### src/rtl/user_stream_arbiter_if.sv
// rtl/user_stream_arbiter_if.sv - stream source/sink bundle between user logic and the arbiter
interface user_stream_arbiter_if #(
    parameter int DATA_WIDTH = 64
);
    logic [3:0]              i_stream_en;
    logic [3:0]              i_str_data_valid;
    logic [3:0]              o_str_ack;
    logic [4*DATA_WIDTH-1:0] i_str_data;
    logic                    o_data_valid;
    logic                    i_ack;
    logic [DATA_WIDTH-1:0]   o_data;
    logic [1:0]              o_str_id;
    logic [3:0]              o_grant;
    logic                    o_busy;

    modport slave (
        input  i_stream_en, i_str_data_valid, i_str_data, i_ack,
        output o_str_ack, o_data_valid, o_data, o_str_id, o_grant, o_busy
    );

    modport master (
        output i_stream_en, i_str_data_valid, i_str_data, i_ack,
        input  o_str_ack, o_data_valid, o_data, o_str_id, o_grant, o_busy
    );
endinterface

### src/rtl/user_stream_arbiter.sv
// rtl/user_stream_arbiter.sv - round-robin burst arbiter merging four user streams into one registered channel
module user_stream_arbiter #(
    parameter int DATA_WIDTH = 64,
    parameter int MAX_BURST  = 16,
    parameter int CNT_W      = 5
) (
    input  logic                 i_user_clk,
    input  logic                 i_rst,
    user_stream_arbiter_if.slave bus
);
    typedef enum logic {IDLE, GRANT} state_t;

    state_t                  state, state_nx;
    logic [3:0]              grant, grant_nx;
    logic [1:0]              last, last_nx;
    logic [CNT_W-1:0]        cnt, cnt_nx;
    logic [1:0]              gidx;
    logic [1:0]              pick;
    logic                    found;
    logic [3:0]              req;
    logic                    ld;
    logic                    accept;
    logic                    data_valid_q;
    logic [DATA_WIDTH-1:0]   data_q;
    logic [1:0]              str_id_q;

    assign req    = bus.i_str_data_valid & bus.i_stream_en;
    assign ld     = !data_valid_q || bus.i_ack;
    // Ack depends only on registered state and downstream ack, never on source valid.
    assign bus.o_str_ack    = (state == GRANT && ld) ? grant : 4'b0000;
    assign accept           = |(bus.o_str_ack & bus.i_str_data_valid);
    assign bus.o_data_valid = data_valid_q;
    assign bus.o_data       = data_q;
    assign bus.o_str_id     = str_id_q;
    assign bus.o_grant      = grant;
    assign bus.o_busy       = (state == GRANT);

    always_comb begin
        gidx = 2'd0;
        for (int i = 0; i < 4; i++) begin
            if (grant[i]) gidx = 2'(i);
        end
    end

    // Search starts just after the last winner so it becomes lowest priority.
    always_comb begin
        found = 1'b0;
        pick  = last;
        for (int k = 1; k <= 4; k++) begin
            if (!found && req[last + 2'(k)]) begin
                found = 1'b1;
                pick  = last + 2'(k);
            end
        end
    end

    always_comb begin
        state_nx = state;
        grant_nx = grant;
        last_nx  = last;
        cnt_nx   = cnt;
        case (state)
            IDLE: begin
                if (found) begin
                    state_nx = GRANT;
                    grant_nx = 4'b0001 << pick;
                    cnt_nx   = '0;
                end
            end
            GRANT: begin
                if (ld) begin
                    if (bus.i_str_data_valid[gidx]) begin
                        cnt_nx = cnt + 1'b1;
                        if (cnt_nx == CNT_W'(MAX_BURST)) begin
                            state_nx = IDLE;
                            grant_nx = 4'b0000;
                            last_nx  = gidx;
                        end
                    end else begin
                        state_nx = IDLE;
                        grant_nx = 4'b0000;
                        last_nx  = gidx;
                    end
                end
            end
            default: state_nx = IDLE;
        endcase
    end

    always_ff @(posedge i_user_clk) begin
        if (!i_rst) begin
            state        <= IDLE;
            grant        <= 4'b0000;
            last         <= 2'd3;
            cnt          <= '0;
            data_valid_q <= 1'b0;
            data_q       <= '0;
            str_id_q     <= 2'd0;
        end else begin
            state <= state_nx;
            grant <= grant_nx;
            last  <= last_nx;
            cnt   <= cnt_nx;
            if (accept) begin
                data_q       <= bus.i_str_data[gidx*DATA_WIDTH +: DATA_WIDTH];
                str_id_q     <= gidx;
                data_valid_q <= 1'b1;
            end else if (bus.i_ack) begin
                data_valid_q <= 1'b0;
            end
        end
    end
endmodule
### src/flat_wrapper.sv
// flat-port wrapper written by rule: the top's interface ports become plain ports
module user_stream_arbiter_flat 
#(
    parameter int DATA_WIDTH = 64,
    parameter int MAX_BURST  = 16,
    parameter int CNT_W      = 5
)
  (i_user_clk, i_rst, bus_i_stream_en, bus_i_str_data_valid, bus_i_str_data, bus_i_ack, bus_o_str_ack, bus_o_data_valid, bus_o_data, bus_o_str_id, bus_o_grant, bus_o_busy);
  user_stream_arbiter_if #(.DATA_WIDTH(DATA_WIDTH)) bus_i ();
  input  logic i_user_clk;
  input  logic i_rst;
  input wire logic [$bits(bus_i.i_stream_en)-1:0] bus_i_stream_en;
  input wire logic [$bits(bus_i.i_str_data_valid)-1:0] bus_i_str_data_valid;
  input wire logic [$bits(bus_i.i_str_data)-1:0] bus_i_str_data;
  input wire logic [$bits(bus_i.i_ack)-1:0] bus_i_ack;
  output wire logic [$bits(bus_i.o_str_ack)-1:0] bus_o_str_ack;
  output wire logic [$bits(bus_i.o_data_valid)-1:0] bus_o_data_valid;
  output wire logic [$bits(bus_i.o_data)-1:0] bus_o_data;
  output wire logic [$bits(bus_i.o_str_id)-1:0] bus_o_str_id;
  output wire logic [$bits(bus_i.o_grant)-1:0] bus_o_grant;
  output wire logic [$bits(bus_i.o_busy)-1:0] bus_o_busy;
  assign bus_i.i_stream_en = bus_i_stream_en;
  assign bus_i.i_str_data_valid = bus_i_str_data_valid;
  assign bus_i.i_str_data = bus_i_str_data;
  assign bus_i.i_ack = bus_i_ack;
  assign bus_o_str_ack = bus_i.o_str_ack;
  assign bus_o_data_valid = bus_i.o_data_valid;
  assign bus_o_data = bus_i.o_data;
  assign bus_o_str_id = bus_i.o_str_id;
  assign bus_o_grant = bus_i.o_grant;
  assign bus_o_busy = bus_i.o_busy;
  user_stream_arbiter #(.DATA_WIDTH(DATA_WIDTH), .MAX_BURST(MAX_BURST), .CNT_W(CNT_W)) u_core (.i_user_clk(i_user_clk), .i_rst(i_rst), .bus(bus_i));
endmodule
### config.mk
export PLATFORM = sky130hd
export DESIGN_NAME = user_stream_arbiter_flat
export DESIGN_NICKNAME = d
export VERILOG_FILES = /design/src/rtl/user_stream_arbiter_if.sv /design/src/rtl/user_stream_arbiter.sv /design/src/flat_wrapper.sv
export SDC_FILE = /design/constraint.sdc
export NUM_CORES = 1
export LEC_CHECK = 0
export ABC_AREA = 1
export ABC_CLOCK_PERIOD_IN_PS = 3280
export CAP_MARGIN = 5
export CORE_MARGIN = 3
export CORE_UTILIZATION = 28
export CTS_BUF_LIST = sky130_fd_sc_hd__clkbuf_4 sky130_fd_sc_hd__clkbuf_8
export DETAILED_ROUTE_END_ITERATION = 6
export PLACE_DENSITY = 0.75
export SLEW_MARGIN = 20
export SYNTH_ARGS = -nofsm -noshare
export SYNTH_HDL_FRONTEND = slang
export SYNTH_SLANG_ARGS = --single-unit
### constraint.sdc
create_clock -name i_user_clk -period 3.28 [get_ports i_user_clk]
set_input_delay 0.492 -clock i_user_clk [delete_from_list [all_inputs] [get_ports i_user_clk]]
set_output_delay 0.492 -clock i_user_clk [all_outputs]
set_load 0.01 [all_outputs]
# Word-level counts from Yosys, hierarchy flattened
# Cells that the tools add are included.
[totals]
ff_bits = 79
out_inout_bits = 76
in_bits = 267
[op_classes]
n_mux = 40
add_sub_neg = 4
bitwise = 3
reduce_logical = 14
n_lt_le_gt_ge = 5
n_shift = 2
n_eq_ne = 6
[op_table]
columns = ["op", "n"]
rows = [
  ["$shiftx A256 B9 Y64", 1],
  ["$mux W4", 5],
  ["$mux W1", 16],
  ["$mux W2", 8],
  ["$lt A2 B3 Y1 const B", 5],
  ["$mux W5", 3],
  ["$bmux W1 S2", 5],
  ["$pmux W5 S2", 1],
  ["$reduce_and A3 Y1", 3],
  ["$and A4 B4 Y4", 2],
  ["$pmux W4 S2", 1],
  ["$ne A2 B2 Y1 const B", 3],
  ["$add A5 B1 Y5 const B", 1],
  ["$eq A5 B5 Y1 const B", 1],
  ["$add A2 B2 Y2 const B", 2],
  ["$logic_and A1 B1 Y1", 4],
  ["$logic_not A1 Y1", 4],
  ["$reduce_or A4 Y1", 1],
  ["$shl A1 B2 Y4 const A", 1],
  ["$ne A3 B3 Y1 const B", 1],
  ["$add A2 B1 Y2 const B", 1],
  ["$ne A2 B1 Y1 const B", 1],
  ["$pmux W1 S2", 1],
  ["$reduce_bool A2 Y1", 1],
  ["2 further kinds", 2],
]

# Logic depth before layout (Yosys ltp)
# Gate-level depths: netlist (run 1).
[logic_depth]
word_depth = 16
mapped_depth = 14
ltp_nobuf = 12

# Worst setup path after synthesis (run 1)
# Ideal clock, no wire load.
[synth_timing]
kind = "in2reg"
start = "input port bus_i_ack"
end = "register u_core.data_q[12], in the netlist u_core.bus.o_data[12]"
stages = 8
required_ps = 3133
slack_ps = 1579
setup_time_ps = 147
arrival_ps = 1554
cell_sequence = "nor2_1 nor2_2 inv_2 nor2_1 nand2_1 nand4_2 buf_2 a211oi_2"
[synth_via]
elab_chain_cells = 5
[synth_lines]
columns = ["element", "line", "source"]
rows = [
  ["from (decl)", "flat_wrapper.sv:15", "input wire logic [$bits(bus_i.i_ack)-1:0] bus_i_ack;"],
  ["$logic_or A1 B1 Y1", "user_stream_arbiter.sv:28", "assign ld = !data_valid_q || bus.i_ack;"],
  ["$logic_and A1 B1 Y1", "user_stream_arbiter.sv:30", "assign bus.o_str_ack = (state == GRANT && ld) ? grant : 4'b0000;"],
  ["$mux W4", "user_stream_arbiter.sv:30", ""],
  ["via bus_o_str_ack[1]", "flat_wrapper.sv:16", "output wire logic [$bits(bus_i.o_str_ack)-1:0] bus_o_str_ack;"],
  ["$and A4 B4 Y4", "user_stream_arbiter.sv:31", "assign accept = |(bus.o_str_ack & bus.i_str_data_valid);"],
  ["$reduce_or A4 Y1", "user_stream_arbiter.sv:31", ""],
  ["to (signal assigned)", "user_stream_arbiter.sv:105", "data_q <= bus.i_str_data[gidx*DATA_WIDTH +: DATA_WIDTH];"],
  ["to (decl)", "user_stream_arbiter.sv:24", "logic [DATA_WIDTH-1:0] data_q;"],
]
# The timed path passes the listed nets, and every way through them passes these cells.
# A chain may end at the register's enable or synchronous reset.

# Worst setup path in the final report (run 1)
[layout_timing]
start = "register u_core.grant[1], in the netlist u_core.bus.o_grant[1]"
end = "output port bus_o_str_ack[1]"
[layout_via]
elab_chain_cells = 1
[layout_lines]
columns = ["element", "line", "source"]
rows = [
  ["from (decl)", "user_stream_arbiter.sv:14", "logic [3:0] grant, grant_nx;"],
  ["from (signal assigned)", "user_stream_arbiter.sv:101", "grant <= grant_nx;"],
  ["$mux W4", "user_stream_arbiter.sv:30", ""],
  ["to (decl)", "flat_wrapper.sv:16", ""],
]
# Every way passes these cells.

==> impl_metrics.ini, run 1 <==
[floorplanning]
die_area_um2 = 20130
fp.dieH_um = 141.9
coreArea_um2 = 18020
rows = 49
die_x_um = 141.9
pin_count = 343
initial_core_util_pct = 28.68

[timing]
relSlewSlack_pct = 50.09
fin_skew_ns = 0.01911
fin_crit_ns = 2.550
setup_viol = 0
min_period_over_period_pct = 77.73
drv_slew = 0
final.setup.tns_ns = 0
hold_violations = 0
grt_setup_unrepaired = false
tightest_slew_ns = 0.7487
hold_ws_ns = 0.4876
fmax_ghz = 0.3922

[placement]
hpwl_um = 15690
portBuffers = 342
place_congestion = 0.8824

[global_routing]
grt_pass1_vias = 6578
grt_pass1_wl_um = 33330
grt.total_usage_pct = 20.52
grt_overflow = 0
antenna_found_initial = 0
grt_max_degree = 69

[logic_synthesis]
synth-main-ff-cell = dfxtp_1
yosys.area.top_type = dfxtp_1
ys_types = 33
synth-seq-cells = 79
synth_nets = 1066
ys_seq_area_share_pct = 30.59
postSynth.asyncResetShare_pct = 0
synthTopCellsByArea = dfxtp_1, nor2_1, o21ai_0
avgSynthCellArea_um2 = 6.479
synth_top_area_share_pct = 30.59
synth-edff-count = 0
synth_warnings = 0
syn_area_um2 = 5170
syn_inst = 798

[routing]
drtIter0Drc = 308
viasPerCell = 5.054
final_antenna_net_count = 0
post_drt_wl_per_cell_um = 16.37
drc = 0
drtPass1Iterations = 7
wl_um = 21800
dr_total_vias = 6732

[power_and_ir_drop]
powerDensity_nw_per_um2 = 594.5
seq_power_share_pct = 27.4
p_leak_nw = 3.385
vdd_ir_drop_max_mv = 0.5089
cell_internal_pwr_mw = 3.016
power.share.clock_pct = 13.8
switching_power_mw = 2.273
switching_share_pct = 42.97
comb_power_share_pct = 58.8

[layout]
antenna_cells = 0
num-fill-cells = 1789
drive_above_1_share_pct = 8.160
fin_nets = 1366
areaGrowthSynthToFinish_pct = 72.07

[cts]
cts_root_buf = clkbuf_8
clockBufferDepth = 2
cts_setup_buffers = 0
hold_buffers = 0
clock-sinks = 79
htreeDepth = 3
path_clk_slew_ns = 0.09
numCtsBuffers = 9
tritoncts = done
post_cts_resized = 0
clkLatencyLatePin_ns = 0.36

[setup_path]
worst-setup-path-type = reg -> out
required_ns = 2.79
worst-path-max-fanout = 67
cp-start-kind = register
crit_path_end_kind = output port
arrival_ns = 2.06

[outcome]
status = completed

[hold_path]
hp-class = reg -> reg

[flow_run]
drv_cap = 0
-- critical path, cell delays in order, from the launching register on --
cell	delay, ns
dfxtp_2	0.33
buf_4	0.57
inv_2	0.04
nor2_1	0.17
clkdlybuf4s50_1	0.56
-- cell usage after synthesis, types with 2 or more instances --
master    number
a21oi_1       10
nand3_1       27
buf_6          3
a211oi_2      21
o21ai_1       10
nand2_2       14
o211ai_1       3
nand2_4        6
dfxtp_1       79
nor2_2         2
inv_1          9
clkbuf_1      36
nand2_1       53
buf_4          4
nor2_1       247
a21oi_2        2
o22ai_1       43
buf_2         21
o21ai_0      166
inv_2          9
o22a_1        21
-- final timing paths --
kind | from | endpoint | slack (ns) | cells after the start
min | u_core.bus.o_data[8]$_SDFFE_PN0P_ | u_core.bus.o_data[8]$_SDFFE_PN0P_ | 0.49 | 2
max reg2reg | u_core.bus.o_grant[3]$_SDFFE_PN0P_ | u_core.cnt[0]$_SDFFE_PN0P_ | 0.85 | 10
max | u_core.bus.o_grant[1]$_SDFFE_PN0P_ | bus_o_str_ack[1] | 0.73 | 4
min reg2reg | u_core.bus.o_data[8]$_SDFFE_PN0P_ | u_core.bus.o_data[8]$_SDFFE_PN0P_ | 0.49 | 2
-- cell families after synthesis --
logic type,share of synthesized area (%)
simple gates,28.53
fa+ha+maj,0.2420
compound gates,32.82
flops,30.59
buf+inv,7.478
xor+xnor,0.3389
-- placed cells by master, fill, tap and decap left out, types with 2 or more instances in the layout --
master and count:
clkdlybuf4s50_1 341, nor2_1 246, o21ai_0 166, dfxtp_1 78
nand2_1 53, o22ai_1 43, nand3_1 27, o22a_1 21
a211oi_2 21, nand2_2 14, buf_4 11, o21ai_1 10
a21oi_1 10, inv_1 9, clkbuf_8 9, inv_2 8
nand2_4 6, clkinv_2 4, o211ai_1 3, nor2_2 2
nor2_4 2, a21oi_2 2, buf_12 2
-- layer usage --
| layer | up-vias | GRT usage, % | part of all wire [%] |
|---|---|---|---|
| met5 | - | 0 | 0 |
| met4 | 0 | 8.182 | 3.0 |
| met3 | 49 | 5.224 | 8.8 |
| met2 | 332 | 36.87 | 48 |
| met1 | 3027 | 23.10 | 40 |
| li1 | 3324 | - | - |
-- state kept, by name (all words and copies together) (netlist names) --
signal	flops
u_core.bus.o_data_valid	1
u_core.bus.o_busy	1
u_core.bus.o_grant	4
u_core.bus.o_str_id	2
u_core.bus.o_data	64
u_core.last	2
u_core.cnt	5
-- power groups by stage --
stage,Sequential (mW),Clock (mW),Combinational [mW]
after global routing,1.49,0.798,3.42
after CTS,1.45,0.763,3.14
final,1.45,0.730,3.11
after floorplan,1.54,0,1.74
after global placement,1.46,0,3.09
after detailed placement,1.46,0,3.12
-- cell type report --
| class | count | area, um2 | share of cell area [%] |
|---|---|---|---|
| repair buffers | 355 | 3541 | 39.80 |
| multi-input cells | 634 | 3218 | 36.17 |
| well taps | 229 | 286.5 | 3.221 |
| inverters | 19 | 75.07 | 0.8439 |
| flip-flops and latches | 79 | 1583 | 17.79 |
| clock buffers | 10 | 131.4 | 1.477 |
| clock inverters | 6 | 61.31 | 0.6892 |
-- metrics by stage --
| stage | utilization, % | power, mW | worst slack, ns | std cells | cell area [um2] |
|---|---|---|---|---|---|
| after floorplan | - | 3.287 | 1.579 | 798 | 5170 |
| after global placement | 48.29 | 4.547 | 0.7560 | 1316 | 8703 |
| after detailed placement | 48.29 | 4.583 | 0.6544 | 1316 | 8703 |
| after CTS | 49.35 | 5.345 | 0.7296 | 1332 | 8896 |
| after global routing | 49.35 | 5.707 | 0.6124 | 1332 | 8896 |
| final | 49.35 | 5.289 | 0.7303 | 1332 | 8896 |
(Power assumes the default switching activity.)
==> run 2: changes to the inputs <==
--- a/config.mk
+++ b/config.mk
@@ -6,13 +6,13 @@
 export NUM_CORES = 1
 export LEC_CHECK = 0
 export ABC_AREA = 1
-export ABC_CLOCK_PERIOD_IN_PS = 3280
+export ABC_CLOCK_PERIOD_IN_PS = 2100
 export CAP_MARGIN = 5
 export CORE_MARGIN = 3
 export CORE_UTILIZATION = 28
 export CTS_BUF_LIST = sky130_fd_sc_hd__clkbuf_4 sky130_fd_sc_hd__clkbuf_8
 export DETAILED_ROUTE_END_ITERATION = 6
-export PLACE_DENSITY = 0.75
+export PLACE_DENSITY = 0.78
 export SLEW_MARGIN = 20
 export SYNTH_ARGS = -nofsm -noshare
 export SYNTH_HDL_FRONTEND = slang
==> constraint.sdc (replaced) <==
create_clock -name i_user_clk -period 2.1 [get_ports i_user_clk]
set_input_delay 0.315 -clock i_user_clk [delete_from_list [all_inputs] [get_ports i_user_clk]]
set_output_delay 0.315 -clock i_user_clk [all_outputs]
set_load 0.01 [all_outputs]
==> run 2 against run 1 <==
Against the previous run: worst setup slack lost 0.57 ns; routed wire length down 1.2%; die area is the same; final cell count up 0.53%.
==> impl_metrics.ini, run 2 (synthesized netlist as in run 1, its figures left out) <==
[timing]
fin_skew_ns = 0.01100
grt_setup_unrepaired = false
hold_violations = 0
timing.final.ws_setup_ns = 0.1648
drv_slew = 0
relSlewSlack_pct = 68.43
fin_crit_ns = 1.935
setup_viol = 0
min_period_over_period_pct = 92.15
tightest_slew_ns = 0.4736
fmax_ghz = 0.5168
final.setup.tns_ns = 0

[setup_path]
cp_slowest_cell = clkdlybuf4s50_1
arrival_ns = 1.62
crit_family = buffers and inverters
cp-start-kind = register
critPathBufInv = 2
critPathMaxStageDelay_ns = 0.59
worst-setup-path-type = reg -> out
worst-path-max-fanout = 36
worstPathCellList = buf_6 -> clkdlybuf4s50_1
required_ns = 1.78
crit_path_end_kind = output port

[global_routing]
grt.total_usage_pct = 20.03
grt_pass1_vias = 6368
grt_pass1_wl_um = 32190
grt_max_degree = 57
grt_overflow = 0
antenna_found_initial = 0

[flow_run]
drv_cap = 0

[routing]
drc = 0
wl_um = 21530
final_antenna_net_count = 0
top_layer_used = met4
viasPerCell = 5.032
post_drt_wl_per_cell_um = 16.08
dr_wl_met3_um = 2078
drtPass1Iterations = 5
drtIter0Drc = 355
wl_met2_um = 10350
dr_total_vias = 6738
wl_met1_um = 8431

[power_and_ir_drop]
vdd_ir_drop_max_mv = 0.5687
p_leak_nw = 3.523
powerDensity_nw_per_um2 = 928.1

[cts]
clock-sinks = 79
clkLatencyLatePin_ns = 0.36
clockBufferDepth = 2
path_clk_slew_ns = 0.08
cts_root_buf = clkbuf_8
tritoncts = done
numCtsBuffers = 9
htreeDepth = 3
cts_setup_buffers = 0

[outcome]
status = completed

[layout]
antenna_cells = 0
largest_reg_flops = 64
final_common_cell = clkdlybuf4s50_1
num-fill-cells = 1776
areaGrowthSynthToFinish_pct = 74.88
final_util_pct = 50.16
drive_above_1_share_pct = 8.739
fin_nets = 1374
final_cell_mix = clkdlybuf4s50_1, nor2_1, o21ai_0

[floorplanning]
coreArea_um2 = 18020
fp.dieH_um = 141.9
pin_count = 343
initial_core_util_pct = 28.68
die_area_um2 = 20130
rows = 49
die_x_um = 141.9

[placement]
hpwl_um = 16320
portBuffers = 342
pre_cts_ws_ns = -0.01910
place_congestion = 0.8032

[hold_path]
hp-class = in -> reg
==> run 2: worst paths after layout <==
kind                                           start                                  to  slack (ns)  cells after the start
setup / recovery  u_core.bus.o_grant[1]$_SDFFE_PN0P_                      bus_o_grant[1]        0.16                      2
hold reg to reg   u_core.bus.o_data[24]$_SDFFE_PN0P_  u_core.bus.o_data[24]$_SDFFE_PN0P_        0.49                      2
setup reg to reg         u_core.last[0]$_SDFFE_PN1P_  u_core.bus.o_grant[2]$_SDFFE_PN0P_        0.25                     11
hold / removal                                 i_rst         u_core.last[0]$_SDFFE_PN1P_        0.36                      2
==> run 2: report_power, final <==
group | total, mW | internal, mW | switching [mW]
sequential | 2.25 | 1.95 | 0.297
combinational | 4.97 | 2.29 | 2.68
clock | 1.17 | 0.620 | 0.552
total | 8.39 | 4.87 | 3.53
==> run 2: what timing repair did <==
item / CTS / global route
resized for setup: 0 / 5
hold buffers: 0 / 0
endpoints found under the setup margin: 0 / 5
==> run 2: area by class of cell <==
| class | instances | area [um2] | share of cell area, % |
|---|---|---|---|
| inverter | 19 | 75.07 | 0.8303 |
| clock buffer | 12 | 158.9 | 1.758 |
| tap | 229 | 286.5 | 3.169 |
| sequential | 79 | 1583 | 17.51 |
| timing repair buffer | 363 | 3677 | 40.67 |
| multi-input combinational | 634 | 3218 | 35.59 |
| clock inverter | 3 | 42.54 | 0.4705 |
==> run 2: per-layer routing <==
| layer | vias up | track usage [%] |
|---|---|---|
| met5 | - | 0 |
| met3 | 38 | 5.561 |
| met2 | 325 | 35.25 |
| met4 | 0 | 8.990 |
| met1 | 3032 | 22.46 |
| li1 | 3343 | - |
==> run 2: through the flow <==
stage / std cells / instance area [um2] / power, mW / hold slack (ns)
floorplan: 798 / 5170 / 5.134 / 0.4538
global placement: 1324 / 8826 / 7.214 / 0.4631
detailed placement: 1324 / 8826 / 7.258 / 0.4804
CTS: 1339 / 9027 / 8.492 / 0.3240
global route: 1339 / 9041 / 9.030 / 0.3645
finish: 1339 / 9041 / 8.391 / 0.3589
